$ cat src/rtl/cpu_pkg.sv
// cpu_pkg: shared fetch-stage types, FonteCP encodings and opcode field position.
// The ERRO state exists only when BUSCA_TIMEOUT_EN is defined.
package cpu_pkg;
    typedef enum logic [1:0] {
        RESET = 2'd0,
        BUSCA = 2'd1,
        EXEC  = 2'd2
`ifdef BUSCA_TIMEOUT_EN
        , ERRO = 2'd3
`endif
    } estado_t;
    localparam logic [1:0] FCP_SEQ    = 2'b00;
    localparam logic [1:0] FCP_DESVIO = 2'b01;
    localparam logic [1:0] FCP_SALTO  = 2'b10;
    localparam int OP_W = 4;
endpackage

$ cat src/rtl/busca_instrucao_if.sv
// busca_instrucao_if: instruction-memory req/ack bus between the fetch stage and memory.
interface busca_instrucao_if #(
    parameter int AW = 8,
    parameter int IW = 16
);
    logic          req;
    logic [AW-1:0] addr;
    logic          ack;
    logic [IW-1:0] dado;
    modport master(output req, addr, input ack, dado);
    modport slave(input req, addr, output ack, dado);
endinterface

$ cat src/rtl/proximo_pc.sv
// proximo_pc: combinational next-PC selection from FonteCP, EscCP, EscCondCP and zero.
module proximo_pc
    import cpu_pkg::*;
#(
    parameter int AW = 8
) (
    input  logic [AW-1:0] pc,
    input  logic [AW-1:0] alvo,
    input  logic          EscCP,
    input  logic          EscCondCP,
    input  logic          zero,
    input  logic [1:0]    FonteCP,
    output logic [AW-1:0] prox
);
    logic [AW-1:0] inc;
    assign inc = pc + 1'b1;
    always_comb
        prox = FonteCP == FCP_SEQ    ? (EscCP ? inc : pc) :
               FonteCP == FCP_DESVIO ? (EscCondCP && zero ? alvo : inc) :
               FonteCP == FCP_SALTO  ? alvo : inc;
endmodule

$ cat src/rtl/busca_instrucao.sv
// busca_instrucao: multicycle CPU fetch stage (PC, IR, req/ack fetch, next-PC update).
// Define BUSCA_TIMEOUT_EN to add the fetch timeout and sticky ERRO state.
module busca_instrucao
    import cpu_pkg::*;
#(
    parameter int AW = 8,
    parameter int IW = 16
`ifdef BUSCA_TIMEOUT_EN
    , parameter int TIMEOUT = 15
`endif
) (
    input  logic                clk,
    input  logic                rst,
    busca_instrucao_if.master   mem,
    output logic [IW-1:0]       ir,
    output logic [OP_W-1:0]     opcode,
    output logic                instr_valida,
    input  logic                conclui,
    input  logic                EscCP,
    input  logic                EscCondCP,
    input  logic [1:0]          FonteCP,
    input  logic                zero,
    input  logic [AW-1:0]       alvo,
    output logic [AW-1:0]       pc,
    output logic                erro
);
    estado_t       estado;
    logic [AW-1:0] prox;
    assign mem.addr = pc;
    assign opcode   = ir[IW-1 -: OP_W];
    proximo_pc #(.AW(AW)) u_prox (
        .pc(pc), .alvo(alvo), .EscCP(EscCP), .EscCondCP(EscCondCP),
        .zero(zero), .FonteCP(FonteCP), .prox(prox)
    );
`ifdef BUSCA_TIMEOUT_EN
    localparam int CW = $clog2(TIMEOUT + 1);
    logic [CW-1:0] cnt;
    always_ff @(posedge clk or posedge rst)
        if (rst) begin
            estado       <= RESET;
            pc           <= '0;
            ir           <= '0;
            mem.req      <= 1'b0;
            instr_valida <= 1'b0;
            erro         <= 1'b0;
            cnt          <= '0;
        end else
            case (estado)
                RESET: begin
                    estado  <= BUSCA;
                    mem.req <= 1'b1;
                    cnt     <= '0;
                end
                BUSCA:
                    if (mem.ack) begin
                        ir           <= mem.dado;
                        estado       <= EXEC;
                        mem.req      <= 1'b0;
                        instr_valida <= 1'b1;
                    end else if (cnt == CW'(TIMEOUT - 1)) begin
                        estado  <= ERRO;
                        mem.req <= 1'b0;
                        erro    <= 1'b1;
                    end else
                        cnt <= cnt + 1'b1;
                EXEC:
                    if (conclui) begin
                        pc           <= prox;
                        estado       <= BUSCA;
                        mem.req      <= 1'b1;
                        instr_valida <= 1'b0;
                        cnt          <= '0;
                    end
                default: ;
            endcase
`else
    assign erro = 1'b0;
    always_ff @(posedge clk or posedge rst)
        if (rst) begin
            estado       <= RESET;
            pc           <= '0;
            ir           <= '0;
            mem.req      <= 1'b0;
            instr_valida <= 1'b0;
        end else
            case (estado)
                RESET: begin
                    estado  <= BUSCA;
                    mem.req <= 1'b1;
                end
                BUSCA:
                    if (mem.ack) begin
                        ir           <= mem.dado;
                        estado       <= EXEC;
                        mem.req      <= 1'b0;
                        instr_valida <= 1'b1;
                    end
                EXEC:
                    if (conclui) begin
                        pc           <= prox;
                        estado       <= BUSCA;
                        mem.req      <= 1'b1;
                        instr_valida <= 1'b0;
                    end
                default: ;
            endcase
`endif
endmodule

$ cat src/flat_wrapper.sv
// flat-port wrapper written by rule: the top's interface ports become plain ports
module busca_instrucao_flat import cpu_pkg::*;
#(
    parameter int AW = 8,
    parameter int IW = 16

)
  (clk, rst, ir, opcode, instr_valida, conclui, EscCP, EscCondCP, FonteCP, zero, alvo, pc, erro, mem_req, mem_addr, mem_ack, mem_dado);
  busca_instrucao_if #(.AW(AW), .IW(IW)) mem_i ();
  input  logic clk;
  input  logic rst;
  output logic [IW-1:0] ir;
  output logic [OP_W-1:0] opcode;
  output logic instr_valida;
  input  logic conclui;
  input  logic EscCP;
  input  logic EscCondCP;
  input  logic [1:0] FonteCP;
  input  logic zero;
  input  logic [AW-1:0] alvo;
  output logic [AW-1:0] pc;
  output logic erro;
  output wire logic [$bits(mem_i.req)-1:0] mem_req;
  output wire logic [$bits(mem_i.addr)-1:0] mem_addr;
  input wire logic [$bits(mem_i.ack)-1:0] mem_ack;
  input wire logic [$bits(mem_i.dado)-1:0] mem_dado;
  assign mem_req = mem_i.req;
  assign mem_addr = mem_i.addr;
  assign mem_i.ack = mem_ack;
  assign mem_i.dado = mem_dado;
  busca_instrucao #(.AW(AW), .IW(IW)) u_core (.clk(clk), .rst(rst), .mem(mem_i), .ir(ir), .opcode(opcode), .instr_valida(instr_valida), .conclui(conclui), .EscCP(EscCP), .EscCondCP(EscCondCP), .FonteCP(FonteCP), .zero(zero), .alvo(alvo), .pc(pc), .erro(erro));
endmodule
$ cat config.mk
export PLATFORM = sky130hd
export DESIGN_NAME = busca_instrucao_flat
export DESIGN_NICKNAME = d
export VERILOG_FILES = /design/src/rtl/cpu_pkg.sv /design/src/rtl/busca_instrucao_if.sv /design/src/rtl/proximo_pc.sv /design/src/rtl/busca_instrucao.sv /design/src/flat_wrapper.sv
export SDC_FILE = /design/constraint.sdc
export NUM_CORES = 1
export LEC_CHECK = 0
export ABC_CLOCK_PERIOD_IN_PS = 2200
export CORE_ASPECT_RATIO = 1.5
export CORE_MARGIN = 2
export CORE_UTILIZATION = 35
export DETAILED_ROUTE_END_ITERATION = 8
export GPL_TIMING_DRIVEN = 0
export PLACE_DENSITY = 0.72
export SLEW_MARGIN = 20
export SYNTH_ARGS = -nofsm -noshare
export SYNTH_HDL_FRONTEND = slang
export SYNTH_SLANG_ARGS = --single-unit
$ cat constraint.sdc
create_clock -name clk -period 2.2 [get_ports clk]
set_input_delay 0.33 -clock clk [delete_from_list [all_inputs] [get_ports clk]]
set_output_delay 0.33 -clock clk [all_outputs]
set_load 0.01 [all_outputs]
# --- Yosys cells after proc, flatten, opt, wreduce, memory -nomap -nowiden ---
# Index checks and enable logic that the tools add are counted.
totals:
  ff_bits: 28
  latchBits: 0
  ram_bits: 0
  rom_bits: 0
  inputBits: 33
  output_inout_bits: 39
  wordCells: 36
  memories: 0
op_classes:
  n_addsub: 1
  n_mul: 0
  div_mod_pow: 0
  n_lt_le_gt_ge: 0
  n_eq_ne: 7
  n_shift: 0
  muxes: 14
  bitwise: 0
  n_reduce_logical: 9
op_table:
  columns: ["operator", "count"]
  rows:
  - ["8-bit two-way mux", 5]
  - ["3-bit AND reduction", 3]
  - ["8-bit by 1-bit adder with 8-bit output (second input constant)", 1]
  - ["2-bit inequality test (second input constant)", 3]
  - ["2-bit one-hot mux with 3 select lines", 1]
  - ["2-bit by 1-bit == test with 1-bit output (second input constant)", 2]
  - ["2-bit == test (second input constant)", 2]
  - ["2-bit zero test", 2]
  - ["1-bit two-way mux", 4]
  - ["2-bit two-way mux", 2]
  - ["1-bit one-hot mux with 3 select lines", 1]
  - ["3-bit nonzero test", 1]
  - ["1-bit one-hot mux with 2 select lines", 1]
  - ["2-bit AND reduction", 1]
  - ["2-bit nonzero test", 1]
  - ["1-bit logical AND", 1]

# --- Depth between registers and ports, before layout ---
# Gate-level depths: netlist of the first run.
depth:
  word_depth: 4
  ltp_mapped: 5
  mapped_depth_nobuf: 5

# --- Cells and area by module ---
# A second synthesis of the first run with hierarchy kept.
hier_totals:
  hier_cells: 150
  area_unflattened_um2: 1662.8
modules_own_cells:
  columns: ["mod", "n_inst", "cells_each", "area_each_um2", "seq_area_each_um2"]
  rows:
  - ["busca_instrucao", 1, 79, 1184.9, 675.6]
  - ["proximo_pc", 1, 71, 478.0, 0.0]

# --- Worst setup path after synthesis of the first run ---
# Ideal clock, no wire load.
synth_timing:
  kind: "register to register"
  start: "register u_core.estado[0]"
  end: "register u_core.ir[10]"
  setup_ns: 0.125
  arrival_ns: 1.271
  required_time_ns: 2.075
  path_slack_ns: 0.804
  path_stages_with_launch: 6
  path_buffers: 2
  synth_period_minus_slack_ns: 1.396
  cell_sequence: "dfrtp_1 nand2_1 or2_1 buf_6 buf_12 mux2_4"
synth_via:
  elab_chain_len: 2
synth_lines:
  columns: ["element", "line_no", "source"]
  rows:
  - ["from (decl)", "busca_instrucao.sv:27", "estado_t estado;"]
  - ["from (signal assigned)", "busca_instrucao.sv:80", "estado <= RESET;"]
  - ["from (signal assigned)", "busca_instrucao.sv:88", "estado <= BUSCA;"]
  - ["from (signal assigned)", "busca_instrucao.sv:94", "estado <= EXEC;"]
  - ["2-bit by 1-bit == test with 1-bit output", "busca_instrucao.sv:86", "case (estado)"]
  - ["2-bit AND reduction (no source line)", null, null]
  - ["to (signal assigned)", "busca_instrucao.sv:93", "ir <= mem.dado;"]
  - ["to (decl)", "busca_instrucao.sv:15", "output logic [IW-1:0] ir,"]
# Every way passes these cells.
# A chain may end at the register's enable or synchronous reset.

# --- Final worst setup path of the first run ---
layout_timing:
  start: "input FonteCP[1]"
  end: "register u_core.pc[3], in the netlist u_core.mem.addr[3]"
layout_via:
  elab_chain_len: 4
  elab_cells_between_ends: 8
  cone_classes: "eq/ne (3); mux (3); reduce/logical (2)"
layout_lines:
  columns: ["element", "line_no", "source"]
  rows:
  - ["from (decl)", "flat_wrapper.sv:18", "input logic [1:0] FonteCP;"]
  - ["2-bit == test", "proximo_pc.sv:20", "FonteCP == FCP_SALTO ? alvo : inc;"]
  - ["8-bit two-way mux", "proximo_pc.sv:20", null]
  - ["8-bit two-way mux", "proximo_pc.sv:19", "FonteCP == FCP_DESVIO ? (EscCondCP && zero ? alvo : inc) :"]
  - ["8-bit two-way mux", "proximo_pc.sv:18", "prox = FonteCP == FCP_SEQ ? (EscCP ? inc : pc) :"]
  - ["to (signal assigned)", "busca_instrucao.sv:100", "pc <= prox;"]
  - ["to (decl)", "busca_instrucao.sv:24", "output logic [AW-1:0] pc,"]
# Several ways; a longest one is shown, not always the timed one.

==> results of run 1 <==
==> critical path, stage by stage <==
cell and delay (ns):
clkdlybuf4s50_1 0.51, nand4b_1 0.34, and2_4 0.23, clkbuf_8 0.16
o21ai_0 0.18, a22oi_1 0.12
==> layout make-up <==
class | instances | area (um^2) | area share, %
Timing Repair Buffer | 70 | 701 | 31.6
Sequential cell | 27 | 676 | 30.5
Multi-Input combinational cell | 73 | 573 | 25.8
Buffer | 18 | 151 | 6.83
Tap cell | 45 | 56.3 | 2.54
Clock buffer | 4 | 45.0 | 2.03
Inverter | 4 | 15.0 | 0.677
==> sequential cells by signal (all words and copies together), names as in the netlist <==
signal and count:
u_core.ir 16, u_core.mem.addr 8, u_core.instr_valida 1, u_core.estado 2
==> worst max path at each step <==
stage                              end                from  slack, ns
finish              u_core.mem.addr[3]          FonteCP[1]       0.48
floorplan                u_core.ir[10]    u_core.estado[0]       0.80
global placement    u_core.mem.addr[5]          FonteCP[1]       0.31
detailed placement  u_core.mem.addr[3]          FonteCP[1]       0.25
global route        u_core.mem.addr[0]          FonteCP[1]       0.42
CTS                              pc[6]  u_core.mem.addr[6]       0.47
==> metrics by stage <==
stage	worst slack, ns	util [%]
after floorplan	0.804	-
after global placement	0.314	55.4
after global routing	0.420	56.5
after CTS	0.471	56.5
after detailed placement	0.250	55.4
final	0.479	56.5
==> power by group <==
part	leakage, nW	internal, mW	switching [mW]
Clock	0.0228	0.130	0.151
Combinational	0.661	0.804	0.396
Sequential	0.315	0.687	0.157
Total	0.999	1.62	0.704
==> kinds of logic (layout without fill, tap and decap cells) <==
kind of cell,count (synthesis),after routing,share of synthesized area [%]
compound gates,23,23,11.1
fa+ha+maj,1,1,0.884
buf+inv,22,96,11.8
flops,27,27,47.7
mux,20,20,17.9
other cells,1,1,0.265
simple gates,28,28,10.3
==> per-layer routing <==
metal | track usage [%] | share of wire (%)
met1 | 19.7 | 42
met2 | 26.9 | 49
met3 | 3.15 | 7.4
met4 | 5.71 | 1.3
met5 | 0 | 0
==> placed cells by master, fill, tap and decap left out, drive strengths merged, types with 2 or more instances in the layout <==
| cell | count |
|---|---|
| clkdlybuf4s50 | 70 |
| dfrtp | 27 |
| buf | 17 |
| mux2 | 16 |
| nand2 | 8 |
| o21ai | 7 |
| a21oi | 5 |
| clkbuf | 5 |
| mux2i | 4 |
| nor2 | 4 |
| inv | 4 |
| nand3 | 3 |
| nand4 | 3 |
| nand2b | 2 |
| and3 | 2 |
| a2bb2oi | 2 |
| nor3 | 2 |
| a22oi | 2 |
==> key figures, run 1 <==
Synth
  – Post-synth top cells: dfrtp_1 (27), buf_4 (13), mux2_4 (9)
  – Number of enable flip-flop cells after synthesis: 0
  – Most common cell in the netlist: dfrtp_1
  – Synth area leader: dfrtp_1
  – Yosys reg bits: 27
  – Most used DFF post-synth: dfrtp_1
  – Seq/Total Area, Yosys: a little under half
  – Syn_area_per_cell: roughly 12 um^2
  – Net Count, Synth: around 160
  – Mapped cell area: between 1000 and 1500 um^2
  – Area contributors post-synth: dfrtp_1 (48%), mux2_4 (9.5%), buf_4 (6.9%)
  – Top-area cell type share of the netlist area: a little under half
  – Async SR Flop Fraction: 100%
  – Synth unique cells: 35
  – Synth Instances: approximately 120
  – Yosys Warn Count: 0

Floorplanning
  – Die ar.: 4580 um^2
  – Initial Util: about 36%
  – I/O Pins: just over 70
  – Die Y: between 80 and 90 um
  – Std-Cell Rows: 28
  – Die width: ~56 um
  – Core Region: between 3000 and 4000 um^2

CTS
  – CTS tree: done
  – CTS Buffer Depth: 2
  – Root Buffer: clkbuf_8
  – CTS clk-pin slew, worst paths: around 0.090 ns
  – Num CTS Buffers: 3
  – Worst-skew pair later-pin latency: 0.27 ns
  – Post-CTS sizing: 0
  – H-tree levels: 1
  – CTS Hold Bufs: 0
  – Post-CTS setup buffer count: 0
  – Sink Count: 27

STA
  – Final count of pins violating max slew: 0
  – Slew margin rel.: between 60% and 70%
  – Tcrit/Tclk final: 78.2%
  – Fmax: 581 MHz
  – Final Skew: between 0.002 and 0.0025 ns
  – Hold Fails Final Rpt: 0
  – Slew @ Worst Pin: 0.568 ns
  – Minimum clock period: about 1.7 ns
  – Hold Worst Slack: 0.430 ns
  – Number of setup violations in the final report: 0
  – Setup TNS: 0 ns
  – RSZ-0062 raised after global routing: false

Pwr
  – Pwr Total: ~2.3 mW
  – Peak VDD IR: a little under 0.7 mV
  – Leak: 0.999 nW
  – Power per Cell Area: between 1000 and 1500 nW/um^2

Placement
  – HPWL after DPL: 2.75 mm
  – I/O Buffers: 70
  – Placed Area: ~2200 um^2
  – RePlAce Congestion: 0.799
  – Dpl cells: 237

Detailed routing
  – Final ANT Viol Nets: 0
  – Iter 0 DRT Violations: 26
  – Routed WL: 3.51 mm
  – Post-DR vias/cell: slightly below 5
  – DRT Pass-1 Iters: 4
  – Routed wire per std cell: 14.6 um
  – DRC viols: 0
  – Via Count: 1182

Finish
  – FILL cells: 344
  – Antenna cells: 0
  – Design area: between 2000 and 2500 um^2
  – Nets@finish: approximately 230
  – Fraction of layout cells with a size suffix above 1: about a fifth
  – Layout overhead on the synthesized area: 56.7%
  – Fin cells: between 200 and 250

Critical path
  – Crit-path max FO: 10
  – R2R setup slack: around 0.74 ns
  – Worst R2R End: u_core.ir[12]
  – Crit path DAT: ~1.9 ns
  – CP Data Required Time: around 2.4 ns
  – Reg2reg start: u_core.estado[0]
  – R2R depth: 5
  – Setup crit start kind: input pin
  – Critical path type: in -> reg
  – Crit path capture type: flop

GRT
  – Initial antenna violation count: 0
  – Remaining global-route overflow: 0
  – First-pass GRT wire length: about 5.6 mm
  – Vias in the first global route: roughly 1200
  – Gr usage total: between 15 and 20%
  – Largest net degree at the start of global routing: 28

Run status
  – Status: completed

Worst hold path
  – Tightest Hold Check Type: in -> async

Flow run
  – Number of max-cap violations: 0
Note: power is estimated with default switching activity, not from simulation.
==> run 2: changes to the inputs <==
Settings changed: ABC_CLOCK_PERIOD_IN_PS 2200 to 1700.
Clock period 2.2 ns to 1.7 ns, I/O delays scaled along.
==> key figures, run 2 (synthesis gave the netlist of run 1 again) <==
Run status
  – Status: completed

CTS
  – CTS tree: done
  – Worst-skew pair later-pin latency: ~0.27 ns
  – CTS Hold Bufs: 0
  – CTS Buffer Depth: 2
  – H-tree levels: 1
  – Sink Count: 27
  – Root Buffer: clkbuf_8
  – Num CTS Buffers: 3
  – CTS clk-pin slew, worst paths: 0.09 ns

Placement
  – I/O Buffers: 70
  – Setup Slack @ Placement: -0.175 ns
  – Dpl cells: between 200 and 250
  – Placed Area: approximately 2200 um^2
  – HPWL after DPL: 2.75 mm
  – RePlAce Congestion: 0.799

Finish
  – Commonest non-fill, non-tap cell in the layout: clkdlybuf4s50_1
  – Fraction of layout cells with a size suffix above 1: about a fifth
  – Layout Utilization: between 50% and 60%
  – Antenna cells: 0
  – Design area: between 2000 and 2500 um^2
  – Reg with most FFs: u_core.ir
  – Most frequent cells in the layout: clkdlybuf4s50_1 (70), dfrtp_1 (26), buf_4 (14)
  – Fin cells: 242
  – Layout overhead on the synthesized area: 57.3%
  – Max reg flops: 16
  – Multi-input combinational cell area: between 500 and 600 um^2
  – Nets@finish: 232
  – Seq. cell area: about 680 um^2
  – FILL cells: ~340

Critical path
  – Critical path type: reg -> out
  – CP Data Required Time: ~1.4 ns
  – Crit path depth: 2
  – Highest-delay cell along the critical path: clkdlybuf4s50_1
  – Max incr delay on CP: between 0.5 and 0.6 ns
  – Setup crit start kind: flop
  – Worst path bufs/invs: 2
  – CP cell instances: buf_4, clkdlybuf4s50_1
  – Top Family by Delay on Critical Path: buffers and inverters
  – R2R depth: 5
  – Crit-path max FO: 6
  – Crit path DAT: about 1.4 ns
  – Crit path capture type: output pin

Pwr
  – Clock power share: 12.0%
  – Switching share of power: just over 30%
  – Pwr Total: roughly 3.0 mW
  – Leak: between 1 and 1.5 nW
  – Logic gate share of total power: between 50 and 60%
  – Power per Cell Area: between 1000 and 1500 nW/um^2
  – Peak VDD IR: between 0.8 and 0.9 mV
  – Cell Int Power: 2.10 mW
  – Sw Pwr: about 0.91 mW
  – Seq pwr share: approximately 36%

GRT
  – Vias in the first global route: roughly 1200
  – Remaining global-route overflow: 0
  – Largest net degree at the start of global routing: 28
  – First-pass GRT wire length: between 5 and 6 mm
  – Gr usage total: approximately 16%
  – Initial antenna violation count: 0

Floorplanning
  – Initial Util: 36.1%
  – I/O Pins: 72
  – Die ar.: 4580 um^2
  – Die width: ~56 um
  – Std-Cell Rows: 28
  – Die Y: a little over 80 um
  – Core Region: 3920 um^2

Detailed routing
  – Via Count: roughly 1200
  – Iter 0 DRT Violations: 24
  – DRC viols: 0
  – Post-DR vias/cell: 4.89
  – DRT Pass-1 Iters: 5
  – Routed WL: between 3 and 4 mm
  – Routed wire per std cell: between 10 and 15 um
  – Final ANT Viol Nets: 0

STA
  – Slew margin rel.: approximately 62%
  – RSZ-0062 raised after global routing: false
  – Number of setup violations in the final report: 0
  – Hold Fails Final Rpt: 0
  – Minimum clock period: between 1.5 and 2 ns
  – Final Skew: approximately 0.0015 ns
  – Tcrit/Tclk final: approximately 97%
  – Fmax: 608 MHz
  – Setup ws final: roughly 0.056 ns
  – Setup TNS: 0 ns
  – Hold Worst Slack: roughly 0.36 ns
  – Final count of pins violating max slew: 0
  – Slew @ Worst Pin: 0.569 ns

Flow run
  – Number of max-cap violations: 0

Worst hold path
  – Tightest Hold Check Type: in -> async
## run 2: cell count changes in the layout (fill, tap and decap cells not counted)
cell / delta
dfrtp_1: -1
dfrtp_2: +1
buf_4: +1
## run 2: timing repair
action | in CTS | in global routing
gates resized for setup | 0 | 1
endpoints found under the setup margin | 0 | 2
buffers inserted | 0 | 1
## run 2: final timing paths
kind,start,end,slack (ns)
min reg2reg,u_core.ir[3],u_core.ir[3],0.52
min in group clk,u_core.ir[3],u_core.ir[3],0.52
max in group asynchronous,rst,u_core.mem.addr[1],0.94
min,rst,u_core.ir[8],0.36
max,u_core.mem.addr[6],pc[6],0.06
max reg2reg,u_core.estado[0],u_core.ir[12],0.24
## run 2: power groups by stage
stage / combinational [mW] / clock (mW) / sequential (mW)
floorplan: 0.585 / 0 / 1.19
global placement: 1.54 / 0 / 1.08
detailed placement: 1.57 / 0 / 1.11
CTS: 1.57 / 0.372 / 1.10
global route: 1.67 / 0.398 / 1.14
finish: 1.55 / 0.363 / 1.09
## run 2: layer usage
metal / track usage [%] / part of all wire [%] / vias up
met5: 0 / 0 / -
met4: 5.71 / 1.3 / 0
met3: 3.15 / 6.6 / 4
met2: 26.9 / 49 / 60
met1: 19.7 / 43 / 550
li1: - / - / 570
## run 2: worst register-to-register path, stage by stage, from the launching register on
cell	delay, ns
dfrtp_1	0.44
nand2_1	0.10
or2_1	0.22
buf_6	0.15
buf_12	0.15
mux2_4	0.30
## run 2: layout make-up
cell class | instances | share of cell area, %
clock buffers | 4 | 2.02
flip-flops and latches | 27 | 30.4
well taps | 45 | 2.53
repair buffers | 71 | 31.8
plain buffers | 18 | 6.80
inverters | 4 | 0.675
multi-input cells | 73 | 25.7
